### config.mk
export PLATFORM = sky130hd
export DESIGN_NAME = adxl_spi_responder
export DESIGN_NICKNAME = d
export VERILOG_FILES = /design/src/rtl/adxl_pkg.sv /design/src/rtl/adxl_spi_responder_spi_sync_edge.sv /design/src/rtl/adxl_spi_responder.sv
export SDC_FILE = /design/constraint.sdc
export NUM_CORES = 1
export LEC_CHECK = 0
export BUFFER_PORTS_ARGS = -buffer_cell sky130_fd_sc_hd__buf_4
export CORE_MARGIN = 10
export CORE_UTILIZATION = 53
export CTS_CLUSTER_DIAMETER = 50
export DETAILED_ROUTE_END_ITERATION = 10
export PLACE_DENSITY = 0.75
export REMOVE_ABC_BUFFERS = 1
export SLEW_MARGIN = 20
export SYNTH_ARGS = -nofsm -noshare
export SYNTH_HDL_FRONTEND = slang
export SYNTH_SLANG_ARGS = --single-unit
export TNS_END_PERCENT = 5
### constraint.sdc
create_clock -name clk -period 1.9 [get_ports clk]
set_input_delay 0.095 -clock clk [delete_from_list [all_inputs] [get_ports clk]]
set_output_delay 0.095 -clock clk [all_outputs]
set_load 0.01 [all_outputs]
### src/rtl/adxl_pkg.sv
// Shared constants, reset values and state type for the ADXL-style SPI responder.
package adxl_pkg;

  localparam logic [7:0] DEVID_DEFAULT = 8'hE5;

  localparam logic [5:0] ADDR_DEVID       = 6'h00;
  localparam logic [5:0] ADDR_BW_RATE     = 6'h2C;
  localparam logic [5:0] ADDR_POWER_CTL   = 6'h2D;
  localparam logic [5:0] ADDR_INT_ENABLE  = 6'h2E;
  localparam logic [5:0] ADDR_INT_SOURCE  = 6'h30;
  localparam logic [5:0] ADDR_DATA_FORMAT = 6'h31;
  localparam logic [5:0] ADDR_DATAX0      = 6'h32;
  localparam logic [5:0] ADDR_DATAX1      = 6'h33;
  localparam logic [5:0] ADDR_DATAY0      = 6'h34;
  localparam logic [5:0] ADDR_DATAY1      = 6'h35;
  localparam logic [5:0] ADDR_DATAZ0      = 6'h36;
  localparam logic [5:0] ADDR_DATAZ1      = 6'h37;

  localparam logic [7:0] RST_BW_RATE     = 8'h0A;
  localparam logic [7:0] RST_POWER_CTL   = 8'h00;
  localparam logic [7:0] RST_INT_ENABLE  = 8'h00;
  localparam logic [7:0] RST_DATA_FORMAT = 8'h00;

  typedef enum logic [1:0] {
    ST_IDLE,
    ST_CMD,
    ST_RD,
    ST_WR
  } state_t;

  // True for the six sample-data registers whose reads acknowledge DATA_READY.
  function automatic logic is_data_addr(input logic [5:0] a);
    return (a >= ADDR_DATAX0) && (a <= ADDR_DATAZ1);
  endfunction

endpackage

### src/rtl/adxl_spi_responder_spi_sync_edge.sv
// Multi-stage synchronizer for one asynchronous SPI pin, with rise/fall pulses.
module spi_sync_edge #(
  parameter int unsigned STAGES    = 2,
  parameter logic        RESET_VAL = 1'b1
) (
  input  logic clk,
  input  logic reset,
  input  logic din,
  output logic level,
  output logic rise,
  output logic fall
);

  logic [STAGES-1:0] sync_q;
  logic              prev_q;

  // Synchronizer chain plus one delayed copy for edge detection.
  always_ff @(posedge clk) begin
    if (reset) begin
      sync_q <= {STAGES{RESET_VAL}};
      prev_q <= RESET_VAL;
    end else begin
      sync_q <= {sync_q[STAGES-2:0], din};
      prev_q <= sync_q[STAGES-1];
    end
  end

  assign level = sync_q[STAGES-1];
  assign rise  = level & ~prev_q;
  assign fall  = ~level & prev_q;

endmodule

### src/rtl/adxl_spi_responder.sv
// SPI mode-3 responder emulating the accelerometer register interface.
module adxl_spi_responder
  import adxl_pkg::*;
#(
  parameter logic [7:0]  DEVID       = DEVID_DEFAULT,
  parameter int unsigned SYNC_STAGES = 2
) (
  input  logic        clk,
  input  logic        reset,
  input  logic        spi_csn,
  input  logic        spi_sclk,
  input  logic        spi_sdi,
  output logic        spi_sdo,
  output logic        spi_sdo_oe,
  input  logic [15:0] sample_x,
  input  logic [15:0] sample_y,
  input  logic [15:0] sample_z,
  input  logic        sample_valid,
  output logic        int1,
  output logic [7:0]  cfg_bw_rate,
  output logic [7:0]  cfg_power_ctl,
  output logic [7:0]  cfg_data_format,
  output logic [7:0]  cfg_int_enable
);

  logic csn_lvl, csn_rise, csn_fall;
  logic sclk_lvl, sclk_rise, sclk_fall;
  logic sdi_lvl, sdi_rise, sdi_fall;
  logic unused_sync;

  // csn resets to "selected" so a frame already in progress at reset release
  // cannot produce a falling edge; a fresh frame needs csn high, then low.
  spi_sync_edge #(.STAGES(SYNC_STAGES), .RESET_VAL(1'b0)) u_sync_csn (
    .clk(clk), .reset(reset), .din(spi_csn),
    .level(csn_lvl), .rise(csn_rise), .fall(csn_fall)
  );
  spi_sync_edge #(.STAGES(SYNC_STAGES), .RESET_VAL(1'b1)) u_sync_sclk (
    .clk(clk), .reset(reset), .din(spi_sclk),
    .level(sclk_lvl), .rise(sclk_rise), .fall(sclk_fall)
  );
  spi_sync_edge #(.STAGES(SYNC_STAGES), .RESET_VAL(1'b0)) u_sync_sdi (
    .clk(clk), .reset(reset), .din(spi_sdi),
    .level(sdi_lvl), .rise(sdi_rise), .fall(sdi_fall)
  );

  assign unused_sync = sclk_lvl ^ sdi_rise ^ sdi_fall;

  state_t      state_q, state_d;
  logic [2:0]  bit_cnt;
  logic [7:0]  shift_in, shift_out, byte_in, rd_data;
  logic [5:0]  addr;
  logic        mb, load_rd, byte_done;

  logic [7:0]  bw_rate, power_ctl, int_enable, data_format;
  logic [15:0] data_x, data_y, data_z;
  logic [15:0] pend_x, pend_y, pend_z;
  logic        data_ready, pend_valid;

  assign byte_in   = {shift_in[6:0], sdi_lvl};
  assign byte_done = sclk_rise && (bit_cnt == 3'd7) && (state_q != ST_IDLE);

  // State register.
  always_ff @(posedge clk) begin
    if (reset) state_q <= ST_IDLE;
    else       state_q <= state_d;
  end

  // Next-state: command byte selects read or write; csn rise always aborts.
  always_comb begin
    state_d = state_q;
    case (state_q)
      ST_IDLE: if (csn_fall) state_d = ST_CMD;
      ST_CMD:  if (byte_done) state_d = byte_in[7] ? ST_RD : ST_WR;
      ST_RD:   state_d = ST_RD;
      ST_WR:   state_d = ST_WR;
      default: state_d = ST_IDLE;
    endcase
    if (csn_rise) state_d = ST_IDLE;
  end

  // Register-file read mux for the current address.
  always_comb begin
    rd_data = '0;
    case (addr)
      ADDR_DEVID:       rd_data = DEVID;
      ADDR_BW_RATE:     rd_data = bw_rate;
      ADDR_POWER_CTL:   rd_data = power_ctl;
      ADDR_INT_ENABLE:  rd_data = int_enable;
      ADDR_INT_SOURCE:  rd_data = {data_ready, 7'b0};
      ADDR_DATA_FORMAT: rd_data = data_format;
      ADDR_DATAX0:      rd_data = data_x[7:0];
      ADDR_DATAX1:      rd_data = data_x[15:8];
      ADDR_DATAY0:      rd_data = data_y[7:0];
      ADDR_DATAY1:      rd_data = data_y[15:8];
      ADDR_DATAZ0:      rd_data = data_z[7:0];
      ADDR_DATAZ1:      rd_data = data_z[15:8];
      default:          rd_data = '0;
    endcase
  end

  // Input shifter, bit counter and address sequencing.
  always_ff @(posedge clk) begin
    if (reset) begin
      bit_cnt  <= '0;
      shift_in <= '0;
      addr     <= '0;
      mb       <= 1'b0;
      load_rd  <= 1'b0;
    end else if (state_q == ST_IDLE || csn_rise) begin
      bit_cnt <= '0;
      load_rd <= 1'b0;
    end else if (sclk_rise) begin
      shift_in <= byte_in;
      bit_cnt  <= bit_cnt + 3'd1;
      if (bit_cnt == 3'd7) begin
        if (state_q == ST_CMD) begin
          addr    <= byte_in[5:0];
          mb      <= byte_in[6];
          load_rd <= byte_in[7];
        end else begin
          if (mb) addr <= addr + 6'd1;
          load_rd <= (state_q == ST_RD);
        end
      end
    end else if (sclk_fall && state_q == ST_RD) begin
      load_rd <= 1'b0;
    end
  end

  // SDO shifter: a pending byte load happens on the first falling edge after
  // each completed byte, otherwise the next bit is shifted out.
  always_ff @(posedge clk) begin
    if (reset) begin
      spi_sdo    <= 1'b0;
      spi_sdo_oe <= 1'b0;
      shift_out  <= '0;
    end else if (csn_rise) begin
      spi_sdo    <= 1'b0;
      spi_sdo_oe <= 1'b0;
    end else if (sclk_fall && state_q == ST_RD) begin
      if (load_rd) begin
        spi_sdo    <= rd_data[7];
        shift_out  <= {rd_data[6:0], 1'b0};
        spi_sdo_oe <= 1'b1;
      end else begin
        spi_sdo   <= shift_out[7];
        shift_out <= {shift_out[6:0], 1'b0};
      end
    end
  end

  // Register file, sample capture with pending buffer, DATA_READY and int1.
  // Assignment order gives sample loads (set) priority over the read clear.
  always_ff @(posedge clk) begin
    if (reset) begin
      bw_rate     <= RST_BW_RATE;
      power_ctl   <= RST_POWER_CTL;
      int_enable  <= RST_INT_ENABLE;
      data_format <= RST_DATA_FORMAT;
      data_x      <= '0;
      data_y      <= '0;
      data_z      <= '0;
      pend_x      <= '0;
      pend_y      <= '0;
      pend_z      <= '0;
      pend_valid  <= 1'b0;
      data_ready  <= 1'b0;
      int1        <= 1'b0;
    end else begin
      int1 <= data_ready & int_enable[7];
      if (state_q == ST_WR && byte_done && !csn_rise) begin
        case (addr)
          ADDR_BW_RATE:     bw_rate     <= byte_in;
          ADDR_POWER_CTL:   power_ctl   <= byte_in;
          ADDR_INT_ENABLE:  int_enable  <= byte_in;
          ADDR_DATA_FORMAT: data_format <= byte_in;
          default: ;
        endcase
      end
      if (state_q == ST_RD && byte_done && is_data_addr(addr)) data_ready <= 1'b0;
      if (csn_rise && pend_valid) begin
        data_x     <= pend_x;
        data_y     <= pend_y;
        data_z     <= pend_z;
        data_ready <= 1'b1;
        pend_valid <= 1'b0;
      end
      if (sample_valid) begin
        if (csn_lvl) begin
          data_x     <= sample_x;
          data_y     <= sample_y;
          data_z     <= sample_z;
          data_ready <= 1'b1;
          pend_valid <= 1'b0;
        end else begin
          pend_x     <= sample_x;
          pend_y     <= sample_y;
          pend_z     <= sample_z;
          pend_valid <= 1'b1;
        end
      end
    end
  end

  assign cfg_bw_rate     = bw_rate;
  assign cfg_power_ctl   = power_ctl;
  assign cfg_data_format = data_format;
  assign cfg_int_enable  = int_enable;

endmodule

==> impl_metrics.tcl <==
set metrics [dict create \
    path_clk_slew_ns 0.07 \
    die_x_um 139.4 \
    maxCapViolations 0 \
    start_util 0.5425 \
    clock_sinks 168 \
    p_leak_nw 3.693 \
    place_congestion 0.9833 \
    stdcell_count 1259 \
    clockBufferDepth 2 \
    hold_viol_final 0 \
    synth-seq-cells 168 \
    nets 1127 \
    core_mm2 0.01393 \
    slew_viol_final 0 \
    first_iter_violations 770 \
    tightest_slew_ns 0.6338 \
    avgSynthCellArea_um2 8.146 \
    ys.flop_type "dfxtp_1" \
    synth-edff-count 0 \
    dr.pass1.iters 6 \
    gr-usage-all-layers 0.2313 \
    finalCritPeriodShare 0.9879 \
    final_core_util 0.7177 \
    numCtsBuffers 17 \
    yosysTopAreaCellShare 0.4449 \
    synth.area.top_cells "dfxtp_1 (44%), nand2_1 (9.1%), a311oi_1 (5.8%)" \
    netlist_area_mm2 0.007560 \
    hold_start "reset" \
    drive_gt1_frac 0.2113 \
    antenna_found_initial 0 \
    routed_via_density 5.913 \
    crit_path_max_fanout 5 \
    whs_endpoint "pend_y[4]" \
    grt_pass1_vias 7040 \
    ys_types 67 \
    worstRegToRegCells 8 \
    ys_seq_area_frac 0.4449 \
    fin_area_mm2 0.01000 \
    dpl_cell_area_mm2 0.008660 \
    grt_max_degree 81 \
    reg2reg_slack_ns 0.02 \
    antenna_cells 0 \
    slew_headroom 0.5730 \
    cp-start-kind "register" \
    vias 7445 \
    critPathArrivalTime_ns 2.23 \
    place_hpwl_mm 15.35 \
    die_area_mm2 0.01944 \
    peakVddDrop_mv 0.7585 \
    r2r-end "shift_out[6]" \
    clockRootBuffer "clkbuf_16" \
    io_buffers 88 \
    cp.required_ns 2.25 \
    setup-violations-final 0 \
    synthCells 928 \
    grt_pass1_wl_mm 37.63 \
    dp_cells 1170 \
    antenna_left 0 \
    async_flop_share 0 \
    worst-setup-path-type "reg2reg" \
    post_drt_wl_per_cell_um 18.49 \
    powerDensity_mw_per_mm2 789.1 \
    hold_class "in2reg" \
    ys.warnings.count 0 \
    overflow 0 \
    r2r-start "addr[1]" \
    h-tree-depth 4 \
    endpoint_kind "register" \
    cts_tree "yes" \
    drc 0 \
    clk_latency_ns 0.43 \
    fin_skew_ns 0.009104 \
    status "complete, no violations" \
    rsz0062_at_grt "yes" \
    yosysTopAreaCell "dfxtp_1" \
    hold_depth 2 \
    rows 43 \
    die_h_um 139.4 \
    pin_count 89 \
    finalCriticalPeriod_ns 1.877 \
    area_delta_synth_final_pct 32.29 \
    routed_wirelength_mm 23.28 \
    fmax_mhz 532.8 \
]
## Yosys cell counts (6+ instances only)
cell / n
nor3_1: 11
buf_2: 18
nor2b_1: 14
ha_1: 7
nand3_1: 81
nor4_1: 6
a31oi_1: 6
a21oi_1: 73
dfxtp_1: 168
nand2_1: 183
a22oi_1: 14
o21ai_0: 10
a311oi_1: 50
nor2_1: 96
a22o_1: 7
clkbuf_1: 51
and3_1: 9
mux2i_1: 28
buf_1: 6
## worst max-delay path, cell delays in order, from the launching register on
cell and delay (ns):
dfxtp_4 0.38, buf_4 0.16, ha_4 0.16, nor2_1 0.05, a211o_1 0.34, a41oi_4 0.30
buf_4 0.17, nor3_1 0.05, nor3b_1 0.20
## registers in the layout, summed over array words and instances (netlist names), 3 cells and up
| signal | count |
|---|---|
| shift_in | 7 |
| cfg_data_format | 8 |
| pend_x | 16 |
| cfg_power_ctl | 8 |
| pend_z | 16 |
| data_x | 16 |
| data_y | 16 |
| bit_cnt | 3 |
| shift_out | 7 |
| pend_y | 16 |
| data_z | 16 |
| addr | 6 |
| cfg_int_enable | 8 |
| cfg_bw_rate | 8 |
## per-layer routing
layer  part of all wire  wire, um  GRT usage  vias to the layer above
li1                   -         -          -                     3568
met1               0.44     10250     0.3069                     3543
met2               0.47     10920     0.3578                      298
met3              0.078      1822    0.06125                       36
met4              0.012       288    0.07139                        0
met5                  0         0          0                        -
## what timing repair did
item | in CTS | in global routing
hold buffers | 52 | 0
pin swaps | 1 | 15
setup buffers | 0 | 4
cloned | 0 | 1
endpoints found under the hold margin | 100 | 0
endpoints found under the setup margin | 4 | 46
resized for setup | 5 | 38
## final cells by class
| type | instances | area [um2] |
|---|---|---|
| Fill cell | 1096 | 3934 |
| Tap cell | 180 | 225.2 |
| Inverter | 5 | 21.27 |
| Clock buffer | 17 | 425.4 |
| Clock inverter | 15 | 188.9 |
| Timing Repair Buffer | 202 | 1809 |
| Multi-Input combinational cell | 672 | 3959 |
| Sequential cell | 168 | 3372 |
## metrics by stage
stage                TNS [ns]  setup slack (ns)  power, mW  hold WS (ns)
global route          -0.2924          -0.08013      8.131       0.09132
CTS                 -0.002393         -0.002393      7.914       0.07336
floorplan              -94.11            -1.058      3.965        0.1617
finish                      0           0.02299      7.891       0.07320
detailed placement    -0.1506          -0.06910      4.245        0.2848
global placement     -0.03735          -0.03735      4.238        0.2818
## report_power, final
part | total [mW] | internal [mW] | switching (mW)
sequential | 3.69 | 3.63 | 0.0655
combinational | 0.566 | 0.265 | 0.301
clock | 3.63 | 2.10 | 1.53
## worst max path at each step
stage,depth (start not counted),start,slack [ns],to
after detailed placement,8,addr[0],-0.07,shift_out[2]
final,8,addr[1],0.02,shift_out[6]
after CTS,7,addr[0],-0.002,shift_out[5]
after global routing,8,addr[1],-0.08,shift_out[6]
after floorplan,4,u_sync_csn.prev_q,-1.06,data_x[0]
after global placement,8,bit_cnt[0],-0.04,addr[1]
## cell usage in the layout (no fill, tap or decap), types with 6 or more instances in the layout
master / count
a311oi_1: 49
nand2_1: 180
buf_12: 12
dlygate4sd3_1: 52
mux2i_1: 28
a21oi_1: 71
o21ai_0: 7
a31oi_1: 6
buf_4: 133
dfxtp_1: 165
nor3_1: 11
nand3_1: 81
nor2_1: 96
a22o_1: 7
clkbuf_16: 17
a22oi_1: 14
nor2b_1: 13
and3_1: 7
## cells by family after synthesis
family	share of synthesized area
buffers and inverters	0.05214
multiplexers	0.03707
XOR/XNOR	0.001159
flip-flops	0.4449
AND/OR/NAND/NOR	0.2678
adder cells (fa/ha/maj)	0.01159
AO/OA/AOI/OAI	0.1854
(Power assumes the default switching activity.)
